**src/rtl/multi_rate_divider.sv**
```systemverilog
// Bank of independent programmable tick dividers. Each channel counts 0..P and
// emits a one-cycle tick every P+1 clocks, or a single tick in one-shot mode.
module multi_rate_divider #(
    parameter int               WIDTH          = 28,
    parameter int               CHANNELS       = 4,
    parameter int               CH_W           = 2,
    parameter logic [WIDTH-1:0] PERIOD_DEFAULT = 28'd5000
) (
    input  logic                clk,
    input  logic                reset,
    input  logic                cfg_we,
    input  logic [CH_W-1:0]     cfg_ch,
    input  logic [WIDTH-1:0]    cfg_period,
    input  logic                cfg_oneshot,
    input  logic [CHANNELS-1:0] start,
    input  logic [CHANNELS-1:0] stop,
    output logic [CHANNELS-1:0] tick,
    output logic [CHANNELS-1:0] active,
    output logic                any_tick
);

    genvar gi;
    generate
        for (gi = 0; gi < CHANNELS; gi++) begin : g_ch
            logic [WIDTH-1:0] period_reg;
            logic [WIDTH-1:0] cnt_reg;
            logic             oneshot_reg;
            logic             active_reg;
            logic             tick_reg;
            logic             cfg_hit;

            // Channel numbers at or above CHANNELS never match, so such writes fall away.
            assign cfg_hit = cfg_we && (cfg_ch == CH_W'(gi));

            always_ff @(posedge clk or posedge reset) begin
                if (reset) begin
                    period_reg  <= PERIOD_DEFAULT;
                    oneshot_reg <= 1'b0;
                    active_reg  <= 1'b0;
                    cnt_reg     <= '0;
                    tick_reg    <= 1'b0;
                end else begin
                    if (cfg_hit) begin
                        period_reg  <= cfg_period;
                        oneshot_reg <= cfg_oneshot;
                    end

                    if (stop[gi]) begin
                        active_reg <= 1'b0;
                        cnt_reg    <= '0;
                        tick_reg   <= 1'b0;
                    end else if (start[gi]) begin
                        active_reg <= 1'b1;
                        cnt_reg    <= '0;
                        tick_reg   <= 1'b0;
                    end else if (active_reg) begin
                        // >= rather than == so a period lowered under cnt fires at once.
                        if (cnt_reg >= period_reg) begin
                            tick_reg <= 1'b1;
                            cnt_reg  <= '0;
                            if (oneshot_reg) begin
                                active_reg <= 1'b0;
                            end
                        end else begin
                            tick_reg <= 1'b0;
                            cnt_reg  <= cnt_reg + WIDTH'(1);
                        end
                    end else begin
                        tick_reg <= 1'b0;
                        cnt_reg  <= '0;
                    end
                end
            end

            assign tick[gi]   = tick_reg;
            assign active[gi] = active_reg;
        end
    endgenerate

    assign any_tick = |tick;

endmodule

```
**config.mk**
```make
export PLATFORM = sky130hd
export DESIGN_NAME = multi_rate_divider
export DESIGN_NICKNAME = d
export VERILOG_FILES = /design/src/rtl/multi_rate_divider.sv
export SDC_FILE = /design/constraint.sdc
export NUM_CORES = 1
export LEC_CHECK = 0
export CORE_UTILIZATION = 55
export CTS_BUF_LIST = sky130_fd_sc_hd__clkbuf_16
export CTS_CLUSTER_SIZE = 30
export DETAILED_ROUTE_END_ITERATION = 16
export HOLD_SLACK_MARGIN = 0.06
export PLACE_DENSITY = 0.79
export SLEW_MARGIN = 40
export SYNTH_ARGS = -nofsm -noshare
export SYNTH_HDL_FRONTEND = slang
export SYNTH_SLANG_ARGS = --single-unit
```
**constraint.sdc**
```tcl
create_clock -name clk -period 14 [get_ports clk]
set_input_delay 2.8 -clock clk [delete_from_list [all_inputs] [get_ports clk]]
set_output_delay 2.8 -clock clk [all_outputs]
set_load 0.02 [all_outputs]
```
; ---- After elaboration in Yosys (flattened, before gate mapping)
; Index checks and enable logic that the tools add are counted.
[op_classes]
addsub = 4
n_mul = 0
div = 0
order_cmp = 4
eq_ne = 3
shifts = 0
muxes = 52
n_bitwise = 0
n_reduce_logical = 6
[op_table]
columns = cell, n
row1 = $mux 28, 16
row2 = $add 28x1->28 const B, 4
row3 = $ge 28x28->1, 4
row4 = $mux 1, 36
row5 = $eq 2x2->1 const B, 2
row6 = $logic_and 1x1->1, 4
row7 = $reduce_or 4->1, 1
row8 = $eq 2x1->1 const B, 1
row9 = $logic_not 2->1, 1
[totals]
register_bits = 236
latchBits = 0
ramBits = 0
mem_bits_ro = 0
inputBits = 42
out_inout_bits = 9
word_cells = 89
memories = 0

; ---- Logic depth before layout (Yosys ltp)
; Gate-level depths: netlist of run 1.
[logic_depth]
word_depth = 5
depth_mapped = 10
mapped_depth_nobuf = 8

; ---- Worst setup path after synthesis of run 1
; OpenSTA, ideal clock, no wires.
[synth_timing]
path_type = input to register
startpoint = in cfg_ch[0]
endpoint = reg g_ch[2].oneshot_reg
setup_time_ps = 125
arrival_ps = 3839
t_required_ps = 13875
slack_ps = 10036
cell_stages = 4
n_path_buf = 2
path_cell_list = nand3b_1 clkbuf_1 buf_2 mux2_2
[synth_via]
elab_chain_cells = 2
[synth_lines]
columns = item, line
row1 = start: declaration, 12  ; input logic [CH_W-1:0] cfg_ch,
row2 = $eq 2x2->1, 33  ; assign cfg_hit = cfg_we && (cfg_ch == CH_W'(gi));
row3 = $logic_and 1x1->1, 33
row4 = end signal: assignment, 45  ; oneshot_reg <= cfg_oneshot;
row5 = end: declaration, 27  ; logic oneshot_reg;
; Every way passes these cells.
; A chain may end at the register's enable or synchronous reset.

; ---- Worst setup path in the final report of run 1
[layout_timing]
startpoint = reg g_ch[1].tick_reg
endpoint = out any_tick
[layout_via]
elab_chain_cells = 1
[layout_lines]
columns = item, line
row1 = start: declaration, 29  ; logic tick_reg;
row2 = start signal: assignment, 41  ; tick_reg <= 1'b0;
row3 = start signal: assignment, 51  ; tick_reg <= 1'b0;
row4 = start signal: assignment, 55  ; tick_reg <= 1'b0;
row5 = $reduce_or 4->1, 80  ; assign any_tick = |tick;
row6 = end: declaration, 19  ; output logic any_tick
; Every way passes these cells.

==> results by group, run 1 <==
Final layout
  – Util after Layout: 0.627
  – Commonest non-fill, non-tap cells in the layout: dfrtp_1, nor2_1, inv_1
  – Commonest non-fill, non-tap cell in the layout: dfrtp_1
  – Nets: 1465
  – Fill cells: 1771
  – FF/Latch Area: 5930 µm²
  – Share of layout cells above drive strength 1: 0.126
  – Area Growth Syn to Fin: 11.5%
  – Multi-input combinational cell area: 6140 µm²
  – # diodes: 0
  – Design area: 14200 µm²

Pwr
  – P_int: 1.21 mW
  – Sequential Power Share: 0.486
  – Clock share of power: 0.381
  – Tot Pwr: 1.62 mW
  – Leakage power: 6.52 nW
  – PwrDens: 113 nW/µm²
  – Net Switching: 0.410 mW
  – Switching Fraction: 0.254
  – Combinational share of power: 0.134
  – Peak supply drop: 71.0 µV

Timing
  – Clk_skew: 9.25 ps
  – Final setup viols: 0
  – Final hold vios: 0
  – Actual slew at the worst max-slew pin: 770 ps
  – Max Freq: 0.205 GHz
  – RSZ-0062 raised after global routing: false
  – Hold WS: 497 ps
  – Min Tclk post-route: 4880 ps
  – Relative slew slack: 0.485
  – Slew Limit Fails: 0
  – Period utilization: 0.349
  – Fin Setup TNS: 0 ps

Die
  – Die X: 154 µm
  – Io pins: 51
  – Core area: 22700 µm²
  – Die ar.: 23800 µm²
  – Starting Density: 0.563
  – Die height: 154 µm
  – Rows: 55

Global route
  – Largest net degree at the start of global routing: 109
  – Number of global-route vias before repair: 9109
  – Antenna violations before repair: 0
  – First-pass GRT wire length: 45900 µm
  – Global route overflow: 0
  – Global-route usage over all layers: 0.244

CTS
  – CTS resizes: 0
  – Hold buffer count at cts: 0
  – H-tree Lvls: 1
  – CTS Buf Count: 25
  – CTS tree: built
  – CTS max path bufs: 3
  – CTS sink count: 236
  – Clock root cell: clkbuf_16
  – Clk Latency, worst-skew pair: 530 ps
  – Clk slew on worst S/H paths: 60 ps
  – Postcts setup bufs: 0

Synth
  – Ys flop type: dfrtp_1
  – Avg Cell Area, Syn: 10.2 µm²
  – FF+latch count, synth: 236
  – Seq/Total Area, Yosys: 0.464
  – YS warnings: 0
  – Synth top area cells: dfrtp_1, ha_1, mux2_2, nor2_1, dfstp_2
  – Post-synth EDFFs: 0
  – Largest area contributor in the netlist: dfrtp_1
  – Synth cell types: 56
  – Net Count, Synth: 1414
  – Post-synth ARST share: 1.00
  – Synth top area share: 0.423
  – Synth Cell Area: 12800 µm²
  – Post-Syn Instances: 1256

Worst setup path
  – Cell family with most CP delay: buffers and inverters
  – CP peak stage delay: 560 ps
  – WP data arrival: 2080 ps
  – Worst reg2reg setup slack: 11430 ps
  – Critical-path top delay cell: clkdlybuf4s50_1
  – Crit path max fanout: 2
  – Worst path cell trace: or4_1, clkdlybuf4s50_1
  – Buf+Inv Stages, Crit Path: 1
  – Required @ worst endpoint: 11200 ps
  – Crit path capture type: output pin
  – WS Path Type: flip-flop to output pin
  – Crit start category: flip-flop

Detailed routing
  – Final WL: 27500 µm
  – Antenna Violating Nets Remaining: 0
  – DRT iter0 DRCs: 403
  – Drt first pass iters: 5
  – DRC Markers: 0
  – DR vias/cell: 5.50
  – Via count: 8858
  – DR WL/cell: 17.1 µm

Placement
  – PortBufs: 50
  – Dpl hpwl: 19800 µm
  – Cell Area, Placed: 13500 µm²
  – RePlAce Congestion: 0.849

Run
  – Max-cap violations: 0

Worst hold path
  – Hold Path Class: flip-flop to flip-flop

Status
  – Status: finished, final reports clean
[Yosys cell counts (all sizes together) (2+ instances only)]
cell type and count:
a221o 2, and2 2, o21ai 46, a2111oi 2, o21a 2, nand3b 2, nand2 102, clkbuf 10
and4 5, a21oi 43, xnor2 50, nor4 8, ha 116, or2 2, dfrtp 216, and3 16
buf 22, nand2b 3, mux2 89, a21o 4, dfstp 20, a211oi 11, nor2b 6, nand3 43
xor2 54, a21boi 2, nor2 164, nor3b 5, nand4 41, inv 135, nor3 23
[metrics by stage]
step	cells	setup WS [ps]
after floorplan	1256	4760
after global placement	1565	9040
after detailed placement	1565	9220
after CTS	1610	9080
after global routing	1610	9090
final	1610	9120
[path summary, 6_finish.rpt]
| kind | endpoint | from | cells past startpoint |
|---|---|---|---|
| worst max-delay path | any_tick | g_ch[1].tick_reg | 2 |
| worst min-delay path | g_ch[1].active_reg | g_ch[1].oneshot_reg | 1 |
| worst max register to register | g_ch[2].cnt_reg[17] | g_ch[2].cnt_reg[5] | 7 |
| worst min register to register | g_ch[1].active_reg | g_ch[1].oneshot_reg | 1 |
| max in group asynchronous | g_ch[0].tick_reg | reset | 3 |
| min in group asynchronous | g_ch[0].active_reg | reset | 2 |
[worst register-to-register path, delay by kind of cell (launching register included)]
kind	cells	cell delay, ps
compound gates	2	520
fa+ha+maj	1	320
flops	1	430
simple gates	4	1210
[logic make-up (layout without fill, tap and decap cells)]
family | after synthesis | count (layout) | share of synthesized area
buffers and inverters | 167 | 236 | 0.0558
and+or+nand+nor | 426 | 426 | 0.161
DFF | 236 | 236 | 0.464
muxes | 89 | 89 | 0.0784
AOI/OAI and AO/OA | 118 | 118 | 0.0561
adders and majority gates | 116 | 116 | 0.114
xor gates and xnor gates | 104 | 104 | 0.0713
[per-layer routing]
layer  up-vias  GRT usage  wire [µm]
met5         -          0          0
met4         0      0.120       1270
met3        66     0.0319       1030
met2       148      0.402      13100
met1      4298      0.319      12000
li1       4346          -          -
[area by class of cell]
| class | count | share of cell area |
|---|---|---|
| repair buffers | 56 | 0.0386 |
| clock buffers | 25 | 0.0439 |
| well taps | 285 | 0.0250 |
| clock inverters | 20 | 0.00905 |
| inverters | 135 | 0.0361 |
| multi-input cells | 853 | 0.431 |
| flip-flops and latches | 236 | 0.416 |
[power by group through the flow]
stage / Combinational (mW) / Clock (mW) / Sequential, mW
final: 0.216 / 0.615 / 0.785
after global routing: 0.244 / 0.657 / 0.792
after CTS: 0.218 / 0.627 / 0.785
after detailed placement: 0.215 / 0 / 0.796
after global placement: 0.203 / 0 / 0.792
after floorplan: 0.156 / 0 / 0.785
Note: power is estimated with default switching activity, not from simulation.
==> inputs of run 2 (changes only) <==
==> constraint.sdc (replaced) <==
create_clock -name clk -period 4.5 [get_ports clk]
set_input_delay 0.9 -clock clk [delete_from_list [all_inputs] [get_ports clk]]
set_output_delay 0.9 -clock clk [all_outputs]
set_load 0.02 [all_outputs]
==> run 2 against run 1 <==
Routed wire length up 2.3%. Clock skew up 0.51 ps. Largest power group unchanged. Non-clock buffer count up 3. Highest routed layer unchanged. Utilization up 0.57 points. Sequential power rose to 3.1 times the previous value. Cell count up 0.19%. Global-route usage up 0.41 points.
==> results by group, run 2 (synthesis results as in run 1) <==
CTS
  – Clock root cell: clkbuf_16
  – CTS sink count: 236
  – CTS tree: built
  – Clk slew on worst S/H paths: 60 ps
  – CTS max path bufs: 3
  – CTS resizes: 0
  – Clk Latency, worst-skew pair: 520 ps
  – Postcts setup bufs: 0
  – Hold buffer count at cts: 0
  – CTS Buf Count: 25
  – H-tree Lvls: 1

Timing
  – Actual slew at the worst max-slew pin: 753 ps
  – Period utilization: 0.654
  – Max Freq: 0.340 GHz
  – Clk_skew: 9.76 ps
  – Final hold vios: 0
  – Hold WS: 477 ps
  – Fin Setup TNS: 0 ps
  – Final WS setup: 1560 ps
  – Relative slew slack: 0.493
  – Min Tclk post-route: 2940 ps
  – Slew Limit Fails: 0
  – Final setup viols: 0
  – RSZ-0062 raised after global routing: false

Worst setup path
  – WS Path Type: flip-flop to output pin
  – WP data arrival: 2040 ps
  – Crit start category: flip-flop
  – CP peak stage delay: 560 ps
  – Critical-path top delay cell: clkdlybuf4s50_1
  – Required @ worst endpoint: 3600 ps
  – RR Startpoint: g_ch[1].period_reg[9]
  – Worst path cell trace: or4_1, clkdlybuf4s50_1
  – Crit path launch: g_ch[1].tick_reg
  – Crit path max fanout: 2
  – Crit path capture type: output pin

Detailed routing
  – Drt first pass iters: 4
  – Antenna Violating Nets Remaining: 0
  – Via count: 8891
  – DR vias/cell: 5.51
  – DR WL/cell: 17.4 µm
  – Final WL: 28100 µm
  – DRC Markers: 0
  – DRT iter0 DRCs: 414

Die
  – Core area: 22700 µm²
  – Io pins: 51
  – Starting Density: 0.563
  – Die X: 154 µm
  – Die height: 154 µm
  – Rows: 55
  – Die ar.: 23800 µm²

Placement
  – Post-place setup slack: 1930 ps
  – PortBufs: 50
  – RePlAce Congestion: 0.858
  – Dpl hpwl: 20300 µm
  – Total placed cells including tap cells: 1568

Global route
  – Global-route usage over all layers: 0.248
  – Number of global-route vias before repair: 9061
  – Antenna violations before repair: 0
  – First-pass GRT wire length: 46600 µm
  – Global route overflow: 0
  – Largest net degree at the start of global routing: 100

Final layout
  – # diodes: 0
  – Commonest non-fill, non-tap cells in the layout: dfrtp_1, nor2_1, inv_1
  – Nets: 1468
  – Area Growth Syn to Fin: 12.5%
  – Share of layout cells above drive strength 1: 0.134
  – Post-Layout Cell Count: 1613
  – Fill cells: 1709
  – Commonest non-fill, non-tap cell in the layout: dfrtp_1

Status
  – Status: finished, final reports clean

Pwr
  – Leakage power: 6.54 nW
  – Peak supply drop: 266 µV
  – PwrDens: 366 nW/µm²

Worst hold path
  – Worst hold start: g_ch[1].oneshot_reg
  – Hold Path Class: flip-flop to flip-flop

Run
  – Max-cap violations: 0
run 2: final cells by class:
class / count / area (µm²) / share of cell area
flip-flops and latches: 236 / 5930 / 0.412
repair buffers: 59 / 593 / 0.0412
well taps: 285 / 357 / 0.0248
clock buffers: 25 / 626 / 0.0435
multi-input cells: 853 / 6140 / 0.427
inverters: 135 / 510 / 0.0355
clock inverters: 20 / 224 / 0.0156
run 2: path summary, 6_finish.rpt:
kind / endpoint / slack (ps) / depth (start not counted)
hold / removal: g_ch[1].active_reg / 480 / 1
max in group asynchronous: g_ch[3].period_reg[12] / 2860 / 3
hold reg to reg: g_ch[1].active_reg / 480 / 1
min in group asynchronous: g_ch[2].cnt_reg[12] / 770 / 2
setup / recovery: any_tick / 1560 / 2
setup reg to reg: g_ch[1].cnt_reg[1] / 2000 / 8
run 2: metrics by stage:
step,cell area (µm²),util,total power [mW]
after floorplan,12800,-,2.93
after global placement,13500,0.596,3.10
after detailed placement,13500,0.596,3.16
after CTS,14400,0.633,5.30
after global routing,14400,0.633,5.50
final,14400,0.633,5.27
run 2: power breakdown:
group / total, mW / internal [mW] / switching, mW
registers: 2.44 / 2.34 / 0.100
clock network: 2.14 / 1.29 / 0.846
logic: 0.683 / 0.303 / 0.381
total: 5.27 / 3.94 / 1.33
run 2: layer usage:
layer / wire length (µm) / track usage / vias up
li1: - / - / 4335
met1: 12200 / 0.320 / 4346
met2: 14000 / 0.430 / 145
met3: 946 / 0.0314 / 65
met4: 1010 / 0.0891 / 0
met5: 0 / 0 / -
run 2: critical path, delay by kind of cell (launching register included):
family        cells  cell delay, ps
simple gates      1             520
flops             1             440
buf+inv           1             560
==> inputs of run 3 (changes only) <==
==> constraint.sdc (replaced) <==
create_clock -name clk -period 2.85 [get_ports clk]
set_input_delay 0.57 -clock clk [delete_from_list [all_inputs] [get_ports clk]]
set_output_delay 0.57 -clock clk [all_outputs]
set_load 0.02 [all_outputs]
==> run 3 against run 2 <==
Clock skew rose by 1.8 ps. Via count shrank 0.97%. Total power rose by 54%. Clock power up 48%. Critical path depth is the same. Global-route usage shrank 0.49 points. Die area unchanged. Critical endpoint unchanged.
==> results by group, run 3 (synthesis results as in run 1) <==
Worst setup path
  – WP data arrival: 2090 ps
  – CP peak stage delay: 570 ps
  – Crit path max fanout: 2
  – Critical-path top delay cell: clkdlybuf4s50_1
  – Crit path capture type: output pin
  – Buf+Inv Stages, Crit Path: 1
  – Worst path cell trace: or4_1, clkdlybuf4s50_1
  – R2R depth: 8
  – Crit start category: flip-flop
  – Worst reg2reg setup slack: 390 ps
  – WS Path Type: flip-flop to output pin
  – Required @ worst endpoint: 2280 ps
  – Crit path launch: g_ch[1].tick_reg
  – Cell family with most CP delay: buffers and inverters
  – RR Startpoint: g_ch[1].period_reg[9]
  – Worst R2R End: g_ch[1].cnt_reg[16]

Run
  – Max-cap violations: 0

Timing
  – Max Freq: 0.376 GHz
  – Clk_skew: 11.6 ps
  – RSZ-0062 raised after global routing: false
  – Min Tclk post-route: 2660 ps
  – Final setup viols: 0
  – Final WS setup: 190 ps
  – Actual slew at the worst max-slew pin: 808 ps
  – Period utilization: 0.933
  – Slew Limit Fails: 0
  – Final hold vios: 0
  – Relative slew slack: 0.457

Final layout
  – Area Growth Syn to Fin: 12.4%
  – Commonest non-fill, non-tap cells in the layout: dfrtp_1, nor2_1, inv_1
  – Commonest non-fill, non-tap cell in the layout: dfrtp_1
  – Share of layout cells above drive strength 1: 0.131
  – # diodes: 0
  – Post-Layout Cell Count: 1614
  – Nets: 1468
  – Fill cells: 1726

CTS
  – Clk Latency, worst-skew pair: 530 ps
  – Clock root cell: clkbuf_16
  – CTS Buf Count: 25
  – CTS sink count: 236
  – CTS tree: built
  – Postcts setup bufs: 0
  – CTS max path bufs: 3
  – H-tree Lvls: 1
  – Hold buffer count at cts: 0
  – Clk slew on worst S/H paths: 60 ps
  – CTS resizes: 0

Placement
  – Total placed cells including tap cells: 1568
  – RePlAce Congestion: 0.836
  – Post-place setup slack: 417 ps
  – Dpl hpwl: 19600 µm
  – PortBufs: 50

Pwr
  – Net Switching: 2.07 mW
  – Tot Pwr: 8.11 mW
  – Leakage power: 6.56 nW
  – Peak supply drop: 445 µV
  – P_int: 6.04 mW
  – Sequential Power Share: 0.476
  – Clock share of power: 0.390
  – Switching Fraction: 0.255
  – Combinational share of power: 0.134
  – PwrDens: 565 nW/µm²

Detailed routing
  – DR vias/cell: 5.46
  – Antenna Violating Nets Remaining: 0
  – Via count: 8805
  – DR WL/cell: 17.2 µm
  – DRT iter0 DRCs: 467
  – Drt first pass iters: 7
  – DRC Markers: 0
  – Final WL: 27800 µm

Global route
  – Number of global-route vias before repair: 8768
  – Global route overflow: 0
  – First-pass GRT wire length: 45600 µm
  – Global-route usage over all layers: 0.243
  – Largest net degree at the start of global routing: 108
  – Antenna violations before repair: 0

Die
  – Die height: 154 µm
  – Die ar.: 23800 µm²
  – Io pins: 51
  – Starting Density: 0.563
  – Rows: 55
  – Die X: 154 µm
  – Core area: 22700 µm²

Status
  – Status: finished, final reports clean

Worst hold path
  – Hold Path Class: input port to asynchronous set/reset pin
[run 3: layout make-up]
class                      instances  area, µm²  area share
inverter                         135        510      0.0356
clock buffer                      25        626      0.0436
multi-input combinational        853       6140       0.427
clock inverter                    21        168      0.0117
tap                              285        357      0.0248
timing repair buffer              59        631      0.0439
sequential                       236       5930       0.413
[run 3: how the worst max path moves through the flow]
stage | end | slack [ps] | cells after the start
2_1_floorplan | g_ch[0].active_reg | -800 | 1
3_3_place_gp | g_ch[0].cnt_reg[20] | 480 | 7
3_5_place_dp | g_ch[0].cnt_reg[19] | 420 | 7
4_1_cts | any_tick | 180 | 2
5_1_grt | any_tick | 180 | 2
6_report | any_tick | 190 | 2
[run 3: metrics by stage]
stage               cell area, µm²   util  hold slack [ps]  setup TNS (ps)
detailed placement           13600  0.597              481               0
floorplan                    12800      -              431         -171840
CTS                          14400  0.632              300               0
global route                 14400  0.632              320               0
finish                       14400  0.632              315               0
global placement             13600  0.597              464               0
[run 3: power groups by stage]
stage,Combinational [mW],Clock (mW),Sequential [mW]
floorplan,0.766,0,3.86
detailed placement,1.07,0,3.91
global placement,1.02,0,3.88
global route,1.23,3.34,3.89
CTS,1.10,3.21,3.85
finish,1.09,3.16,3.86
[run 3: per-layer routing]
metal / up-vias / GRT usage / part of all wire
li1: 4329 / - / -
met3: 45 / 0.0272 / 0.031
met2: 144 / 0.414 / 0.48
met1: 4287 / 0.322 / 0.45
met4: 0 / 0.0886 / 0.033
met5: - / 0 / 0
